**config.mk**
```make
export PLATFORM = sky130hd
export DESIGN_NAME = fnd_source_arbiter_flat
export DESIGN_NICKNAME = d
export VERILOG_FILES = /design/src/rtl/fnd_source_arbiter_pkg.sv /design/src/rtl/fnd_source_arbiter_if.sv /design/src/rtl/fnd_source_arbiter_dwell_timer.sv /design/src/rtl/fnd_source_arbiter.sv /design/src/flat_wrapper.sv
export SDC_FILE = /design/constraint.sdc
export NUM_CORES = 1
export LEC_CHECK = 0
export BUFFER_PORTS_ARGS = -buffer_cell sky130_fd_sc_hd__buf_2
export CORE_MARGIN = 4
export CORE_UTILIZATION = 50
export CTS_CLUSTER_SIZE = 25
export DETAILED_ROUTE_END_ITERATION = 12
export GPL_TIMING_DRIVEN = 0
export PLACE_DENSITY = 0.9
export SYNTH_ARGS = -nofsm -noshare
export SYNTH_HDL_FRONTEND = slang
export SYNTH_HIERARCHICAL = 1
export SYNTH_SLANG_ARGS = --single-unit
```
**constraint.sdc**
```tcl
create_clock -name clk -period 4.3 [get_ports clk]
set_input_delay 0.645 -clock clk [delete_from_list [all_inputs] [get_ports clk]]
set_output_delay 0.645 -clock clk [all_outputs]
set_load 0.005 [all_outputs]
```
**src/rtl/fnd_source_arbiter_pkg.sv**
```systemverilog
// ---------------------------------------------------------------------------
// fnd_arb_pkg
// Shared constants, types and helpers for the FND source arbiter.
//   - Source indices into the request vector (alert, speed, gear).
//   - One-hot grant encodings (3'b000 = idle).
//   - Arbiter FSM state enum and round-robin selector enum.
//   - IDLE_VALUE: word shown on the FND while nobody owns it.
// ---------------------------------------------------------------------------
package fnd_arb_pkg;

  localparam int SRC_ALERT = 0;
  localparam int SRC_SPEED = 1;
  localparam int SRC_GEAR  = 2;

  localparam logic [2:0] GRANT_NONE  = 3'b000;
  localparam logic [2:0] GRANT_ALERT = 3'b001;
  localparam logic [2:0] GRANT_SPEED = 3'b010;
  localparam logic [2:0] GRANT_GEAR  = 3'b100;

  localparam logic [31:0] IDLE_VALUE = 32'd0;

  typedef enum logic [1:0] {
    IDLE       = 2'd0,
    OWN_ALERT  = 2'd1,
    OWN_ROTATE = 2'd2
  } arb_state_e;

  // Which of the two rotating sources is meant.
  typedef enum logic {
    RR_SPEED = 1'b0,
    RR_GEAR  = 1'b1
  } rr_sel_e;

  function automatic rr_sel_e rr_flip(input rr_sel_e s);
    return (s == RR_SPEED) ? RR_GEAR : RR_SPEED;
  endfunction

  function automatic logic [2:0] rr_grant(input rr_sel_e s);
    return (s == RR_GEAR) ? GRANT_GEAR : GRANT_SPEED;
  endfunction

  function automatic logic rr_req(input logic [2:0] req, input rr_sel_e s);
    return (s == RR_GEAR) ? req[SRC_GEAR] : req[SRC_SPEED];
  endfunction

endpackage

```
**src/rtl/fnd_source_arbiter_if.sv**
```systemverilog
// ---------------------------------------------------------------------------
// fnd_source_arbiter_if
// Bundles the arbiter's request/data inputs and display outputs.
//   req[2:0]      level request per source ([0] alert, [1] speed, [2] gear)
//   src0..2_value packed 32-bit BCD words from each source
//   value_out     registered word toward speed_fnd_controller.value
//   grant[2:0]    one-hot current owner, 000 = idle
//   switch_pulse  one-cycle pulse in the first cycle of a new grant
//   blank         1 = FND blanked (alert blink off-phase)
//   state_dbg     arbiter FSM state, for observation only
// Modports: master = source side (drives req/values), slave = arbiter.
//
// Handshake: there is no valid/ready pair. req is a level; a source owns the
// display exactly while its grant bit is 1, and the matching word appears on
// value_out one cycle after the grant bit rises. Sources never wait on an ack.
// ---------------------------------------------------------------------------
interface fnd_source_arbiter_if;
  import fnd_arb_pkg::*;

  logic [2:0]  req;
  logic [31:0] src0_value;
  logic [31:0] src1_value;
  logic [31:0] src2_value;
  logic [31:0] value_out;
  logic [2:0]  grant;
  logic        switch_pulse;
  logic        blank;
  arb_state_e  state_dbg;

  modport master (
    output req, src0_value, src1_value, src2_value,
    input  value_out, grant, switch_pulse, blank, state_dbg
  );

  modport slave (
    input  req, src0_value, src1_value, src2_value,
    output value_out, grant, switch_pulse, blank, state_dbg
  );
endinterface

```
**src/rtl/fnd_source_arbiter_dwell_timer.sv**
```systemverilog
// ---------------------------------------------------------------------------
// fnd_dwell_timer
// Terminal-count counter: counts 0..TERMINAL-1 while enable is high and wraps.
//   clk     rising-edge clock
//   rst     synchronous active-low reset (count -> 0)
//   clear   synchronous clear, wins over enable
//   enable  advance the count this cycle
//   tc      high while enabled at count TERMINAL-1 (combinational)
// ---------------------------------------------------------------------------
module fnd_dwell_timer #(
  parameter int unsigned TERMINAL = 8
) (
  input  logic clk,
  input  logic rst,
  input  logic clear,
  input  logic enable,
  output logic tc
);
  localparam int CW = (TERMINAL > 1) ? $clog2(TERMINAL) : 1;

  logic [CW-1:0] count_q, count_d;

  always_comb begin
    tc      = enable && (count_q == CW'(TERMINAL - 1));
    count_d = count_q;
    if (clear) begin
      count_d = '0;
    end else if (enable) begin
      count_d = tc ? '0 : count_q + CW'(1);
    end
  end

  always_ff @(posedge clk) begin
    if (!rst) begin
      count_q <= '0;
    end else begin
      count_q <= count_d;
    end
  end
endmodule

```
**src/rtl/fnd_source_arbiter.sv**
```systemverilog
// ---------------------------------------------------------------------------
// fnd_source_arbiter
// Shares one 8-digit FND between alert, speed/max-level and gear/status.
// Alert preempts; speed and gear rotate round-robin with a minimum dwell of
// DWELL_CYCLES = CLK_FREQ/DWELL_HZ cycles each.
//   clk  rising-edge clock
//   rst  synchronous active-low reset
//   bus  fnd_source_arbiter_if.slave (req, src*_value in; value_out, grant,
//        switch_pulse, blank, state_dbg out)
// Optional feature macro: FND_ALERT_BLINK_EN -- while alert owns the display,
// blank toggles every DWELL_CYCLES/BLINK_DIV cycles. Without it blank is 0.
// ---------------------------------------------------------------------------
module fnd_source_arbiter
  import fnd_arb_pkg::*;
#(
  parameter int CLK_FREQ  = 50_000_000,
  parameter int DWELL_HZ  = 1,
  parameter int BLINK_DIV = 2
) (
  input  logic                 clk,
  input  logic                 rst,
  fnd_source_arbiter_if.slave  bus
);
  localparam int DWELL_CYCLES = CLK_FREQ / DWELL_HZ;

  // Reject configurations that cannot hold a meaningful dwell or blink.
  if (DWELL_CYCLES < 4) begin : g_bad_dwell
    $error("fnd_source_arbiter: DWELL_CYCLES must be >= 4");
  end
  if (BLINK_DIV < 1 || BLINK_DIV > DWELL_CYCLES) begin : g_bad_blink
    $error("fnd_source_arbiter: BLINK_DIV out of range");
  end

  arb_state_e  state_q, state_d;
  logic [2:0]  grant_q, grant_d;
  rr_sel_e     rr_q, rr_d;
  logic [31:0] value_q, value_d;
  logic        pulse_q, pulse_d;
  logic        blank_q, blank_d;

  logic        dwell_tc;
  logic        dwell_clear;
  rr_sel_e     owner_sel, other_sel, resume_sel;
  logic        owner_req, other_req;

  // ---------------------------------------------------------------- next state
  always_comb begin
    state_d = state_q;
    grant_d = grant_q;
    rr_d    = rr_q;

    // Current rotating owner (only meaningful in OWN_ROTATE) and its peer.
    owner_sel  = (grant_q == GRANT_GEAR) ? RR_GEAR : RR_SPEED;
    other_sel  = rr_flip(owner_sel);
    owner_req  = rr_req(bus.req, owner_sel);
    other_req  = rr_req(bus.req, other_sel);
    // Where rotation starts from IDLE or after an alert.
    resume_sel = rr_req(bus.req, rr_q) ? rr_q : rr_flip(rr_q);

    if (bus.req == 3'b000) begin
      state_d = IDLE;
      grant_d = GRANT_NONE;
    end else if (bus.req[SRC_ALERT]) begin
      // Alert wins even on a dwell-expiry cycle; rr_q is left alone.
      state_d = OWN_ALERT;
      grant_d = GRANT_ALERT;
    end else begin
      unique case (state_q)
        OWN_ROTATE: begin
          // Owner released early, or dwell expired with the peer waiting.
          // A release with req != 0 and no alert implies the peer requests.
          if (!owner_req || (dwell_tc && other_req)) begin
            grant_d = rr_grant(other_sel);
            rr_d    = other_sel;
          end
        end
        default: begin
          state_d = OWN_ROTATE;
          grant_d = rr_grant(resume_sel);
          rr_d    = resume_sel;
        end
      endcase
    end

    pulse_d = (grant_d != grant_q);

    // value_out follows the owner registered last cycle, so data lags grant.
    unique case (grant_q)
      GRANT_ALERT: value_d = bus.src0_value;
      GRANT_SPEED: value_d = bus.src1_value;
      GRANT_GEAR:  value_d = bus.src2_value;
      default:     value_d = IDLE_VALUE;
    endcase
  end

  // Dwell restarts on every grant change so the new owner gets a full period.
  assign dwell_clear = (grant_d != grant_q) || (state_q != OWN_ROTATE);

  fnd_dwell_timer #(
    .TERMINAL (DWELL_CYCLES)
  ) u_dwell (
    .clk    (clk),
    .rst    (rst),
    .clear  (dwell_clear),
    .enable (state_q == OWN_ROTATE),
    .tc     (dwell_tc)
  );

`ifdef FND_ALERT_BLINK_EN
  localparam int BLINK_CYCLES = DWELL_CYCLES / BLINK_DIV;
  logic blink_tc;

  fnd_dwell_timer #(
    .TERMINAL (BLINK_CYCLES)
  ) u_blink (
    .clk    (clk),
    .rst    (rst),
    .clear  (grant_q != GRANT_ALERT),
    .enable (grant_q == GRANT_ALERT),
    .tc     (blink_tc)
  );

  // blink_tc is 0 on the entry cycle, so blank starts at 0 for each alert.
  assign blank_d = (grant_d == GRANT_ALERT) ? (blank_q ^ blink_tc) : 1'b0;
`else
  assign blank_d = 1'b0;
`endif

  // ----------------------------------------------------------------- registers
  always_ff @(posedge clk) begin
    if (!rst) begin
      state_q <= IDLE;
      grant_q <= GRANT_NONE;
      rr_q    <= RR_SPEED;
      value_q <= IDLE_VALUE;
      pulse_q <= 1'b0;
      blank_q <= 1'b0;
    end else begin
      state_q <= state_d;
      grant_q <= grant_d;
      rr_q    <= rr_d;
      value_q <= value_d;
      pulse_q <= pulse_d;
      blank_q <= blank_d;
    end
  end

  assign bus.value_out    = value_q;
  assign bus.grant        = grant_q;
  assign bus.switch_pulse = pulse_q;
  assign bus.blank        = blank_q;
  assign bus.state_dbg    = state_q;
endmodule

```
**src/flat_wrapper.sv**
```systemverilog
// flat-port wrapper written by rule: the top's interface ports become plain ports
module fnd_source_arbiter_flat import fnd_arb_pkg::*;
#(
  parameter int CLK_FREQ  = 50_000_000,
  parameter int DWELL_HZ  = 1,
  parameter int BLINK_DIV = 2
)
  (clk, rst, bus_req, bus_src0_value, bus_src1_value, bus_src2_value, bus_value_out, bus_grant, bus_switch_pulse, bus_blank, bus_state_dbg);
  fnd_source_arbiter_if bus_i ();
  input  logic clk;
  input  logic rst;
  input wire logic [$bits(bus_i.req)-1:0] bus_req;
  input wire logic [$bits(bus_i.src0_value)-1:0] bus_src0_value;
  input wire logic [$bits(bus_i.src1_value)-1:0] bus_src1_value;
  input wire logic [$bits(bus_i.src2_value)-1:0] bus_src2_value;
  output wire logic [$bits(bus_i.value_out)-1:0] bus_value_out;
  output wire logic [$bits(bus_i.grant)-1:0] bus_grant;
  output wire logic [$bits(bus_i.switch_pulse)-1:0] bus_switch_pulse;
  output wire logic [$bits(bus_i.blank)-1:0] bus_blank;
  output wire logic [$bits(bus_i.state_dbg)-1:0] bus_state_dbg;
  assign bus_i.req = bus_req;
  assign bus_i.src0_value = bus_src0_value;
  assign bus_i.src1_value = bus_src1_value;
  assign bus_i.src2_value = bus_src2_value;
  assign bus_value_out = bus_i.value_out;
  assign bus_grant = bus_i.grant;
  assign bus_switch_pulse = bus_i.switch_pulse;
  assign bus_blank = bus_i.blank;
  assign bus_state_dbg = bus_i.state_dbg;
  fnd_source_arbiter #(.CLK_FREQ(CLK_FREQ), .DWELL_HZ(DWELL_HZ), .BLINK_DIV(BLINK_DIV)) u_core (.clk(clk), .rst(rst), .bus(bus_i));
endmodule
```
==> flow_metrics.env <==
export IMPL_status="finished clean"
export IMPL_rrSetupSlack_ns=0.66
export IMPL_hpwl_um=6920
export IMPL_worstSetupEndpoint="u_core/u_dwell/count_q[4]"
export IMPL_post_synth_top_count_cell="nor2_1"
export IMPL_routedWlPerCell_um=14.8
export IMPL_ctsHoldBuffers=0
export IMPL_yosys_area_share_simple_pct=25.9
export IMPL_grt_pass1_vias=3132
export IMPL_cts_tree="built"
export IMPL_cts_root_buf="clkbuf_8"
export IMPL_period_minus_slack_ns=3.64
export IMPL_fin_tns_setup_ns=0
export IMPL_holdWs_ns=0.496
export IMPL_reg2reg_to="u_core/u_dwell/count_q[4]"
export IMPL_first_pass_iters=6
export IMPL_syn_nets=481
export IMPL_rows=28
export IMPL_clock_path_buffers=2
export IMPL_synth_distinct_cells=46
export IMPL_rsz0062_at_grt="false"
export IMPL_critical_path_max_stage_delay_ns=0.34
export IMPL_drc=0
export IMPL_ant_nets=0
export IMPL_cp_num_buf_inv=3
export IMPL_synthAdderAreaFrac_pct=0.407
export IMPL_synth_seq_cells=65
export IMPL_via_per_inst=5.45
export IMPL_synth_xor_area_share_pct=3.42
export IMPL_overflow=0
export IMPL_synthArstFlopShare_pct=0
export IMPL_syn_area_per_cell_sq_um=8.10
export IMPL_antenna_found_initial=0
export IMPL_min_from="u_core/u_dwell/count_q[23]"
export IMPL_power_leakage_nw=1.75
export IMPL_die_y_um=86.4
export IMPL_grt_total_usage_pct=23.5
export IMPL_synth_flop_cell="dfxtp_1"
export IMPL_power_density_nw_per_um2=309
export IMPL_max_vdd_ir_drop_mv=0.174
export IMPL_hold_violations=0
export IMPL_ys_seq_area_share_pct=42.4
export IMPL_clock_skew_ns=0.00620
export IMPL_path_class="reg2reg"
export IMPL_utilization_pct=67.8
export IMPL_cp_end_kind="flop"
export IMPL_reg2reg_from="u_core/bus.state_dbg[0]"
export IMPL_drt_iter0_drc=184
export IMPL_post_cts_repair_setup_buffers=0
export IMPL_slew_violations=0
export IMPL_portBuffers=138
export IMPL_syn_area_sq_um=3070
export IMPL_synth_top_family_by_area="simple AND/OR/NAND/NOR gates"
export IMPL_crit_chain="and2b_1 > buf_4 > and4_1 > clkbuf_1 > nand4_1 > nor2_1 > a21boi_0 > o21ai_2 > a32o_1 > a211oi_2 > nand3_1 > nor2b_1 > o21ai_1 > clkbuf_1 > nor2_1"
export IMPL_clock_fmax_mhz=275
export IMPL_totalPowerFinal_w=0.00125
export IMPL_synth_mux_area_share_pct=0
export IMPL_synth_edf_count=0
export IMPL_cp_slowest_cell="nor2b_1"
export IMPL_grt_max_degree=13
export IMPL_post_route_period_util_pct=84.6
export IMPL_synth_largest_area_cell="dfxtp_1"
export IMPL_cp_arrival_ns=3.91
export IMPL_nets=630
export IMPL_netlist_area_leader_share_pct=42.4
export IMPL_synth_commonest_cells="nor2_1 (81), dfxtp_1 (65), a21oi_1 (45)"
export IMPL_syn_inst=379
export IMPL_clk_insertion_delay_late_ns=0.35
export IMPL_hold_path_class="reg2reg"
export IMPL_crit_cells=15
export IMPL_drive_gt1_share_pct=32.6
export IMPL_yosysWarnings=6
export IMPL_die_w_um=86.4
export IMPL_cts_resized_gates=0
export IMPL_cts_buffers=9
export IMPL_grt_pass1_wl_um=14100
export IMPL_core_area_sq_um=5960
export IMPL_pin_count=140
export IMPL_maxCapViolations=0
export IMPL_place_congestion=0.820
export IMPL_insertedDiodeCount=0
export IMPL_cp_required_ns=4.57
export IMPL_crit_start="u_core/bus.state_dbg[0]"
export IMPL_synthToLayoutAreaGrowth_pct=31.5
export IMPL_cp_top_family="simple AND/OR/NAND/NOR gates"
export IMPL_setup_violations=0
export IMPL_clk_pin_slew_ns=0.07
export IMPL_vias=3316
export IMPL_h_tree_depth=3
export IMPL_start_kind="flop"
export IMPL_cts_sinks=65
export IMPL_finalWirelength_um=9010
export IMPL_die_area_sq_um=7460
export IMPL_synth_compound_area_share_pct=23.0
export IMPL_worstPathMaxFanout=10
export IMPL_r2r_cells=15
export IMPL_start_util_pct=51.6
export IMPL_synth_area_leaders="dfxtp_1 (42%), nor2_1 (9.9%), a22oi_1 (7.8%), a21oi_1 (7.3%), xor2_1 (2.6%)"
[flip-flops by register name, indices dropped and copies added (netlist names)]
signal and cells:
u_core/bus.state_dbg 2, u_core/rr_q 1, u_core/bus.switch_pulse 1, u_core/bus.value_out 32, u_core/bus.grant 3, u_core/u_dwell/count_q 26
[logic make-up after synthesis]
group / after synthesis
buf+inv: 30
xor+xnor: 12
flops: 65
simple gates: 161
fa+ha+maj: 1
compound gates: 109
other cells: 1
[worst min path at each step]
| stage | cells past startpoint | slack [ns] | to |
|---|---|---|---|
| 6_report | 2 | 0.50 | u_core/u_dwell/count_q[23] |
| 5_1_grt | 3 | 0.51 | u_core/bus.value_out[2] |
| 4_1_cts | 2 | 0.50 | u_core/u_dwell/count_q[22] |
| 3_5_place_dp | 2 | 0.49 | u_core/u_dwell/count_q[25] |
| 3_3_place_gp | 2 | 0.46 | u_core/u_dwell/count_q[25] |
| 2_1_floorplan | 2 | 0.45 | u_core/u_dwell/count_q[25] |
[power by group]
group	leakage [nW]	internal, W	switching (W)
Combinational	1.14	0.0000775	0.0000815
Sequential	0.526	0.000613	0.00000617
Clock	0.0805	0.000224	0.000244
[layer usage]
metal  wire length (um)  track usage (%)  vias to the layer above
met5                  0                0                        -
met2               4680             42.3                      129
met1               3550             26.4                     1509
li1                   -                -                     1657
met4                205             10.8                        0
met3                571             4.94                       21
[worst reg2reg max path, stage by stage, from the launching register on]
cell and delay [ns]:
dfxtp_1 0.33, and2b_1 0.25, buf_4 0.19, and4_1 0.14, clkbuf_1 0.19, nand4_1 0.19
nor2_1 0.08, a21boi_0 0.29, o21ai_2 0.17, a32o_1 0.31, a211oi_2 0.25, nand3_1 0.12
nor2b_1 0.34, o21ai_1 0.24, clkbuf_1 0.28, nor2_1 0.18
[per-stage QoR]
step	worst slack (ns)	instances	instance area (sq um)
floorplan	1.41	379	3070
global placement	0.973	592	3850
detailed placement	0.782	592	3850
CTS	0.676	608	4040
global route	0.322	608	4040
finish	0.661	608	4040
[cell type report]
class / instances / area [sq um]
fill: 496 / 1920
clock inverter: 6 / 43.8
sequential: 65 / 1300
buffer: 25 / 129
clock buffer: 10 / 138
multi-input combinational: 284 / 1620
timing repair buffer: 138 / 691
tap: 75 / 93.8
inverter: 5 / 18.8
[cells in the final DEF, fill, tap and decap left out, drive strengths merged, types with 3 or more instances in the layout]
cell type / n
buf: 157
nor2: 81
dfxtp: 65
a21oi: 45
a22oi: 32
nand2: 15
o21ai: 14
clkbuf: 14
nand3: 10
nand4: 10
xor2: 9
or4: 7
and3: 6
or3: 6
inv: 5
nor2b: 5
clkinvlp: 4
and2: 4
and4: 4
o31ai: 4
a21boi: 4
nand2b: 3
xnor2: 3
nand3b: 3
No activity file was read; power rests on OpenSTA's default activity.
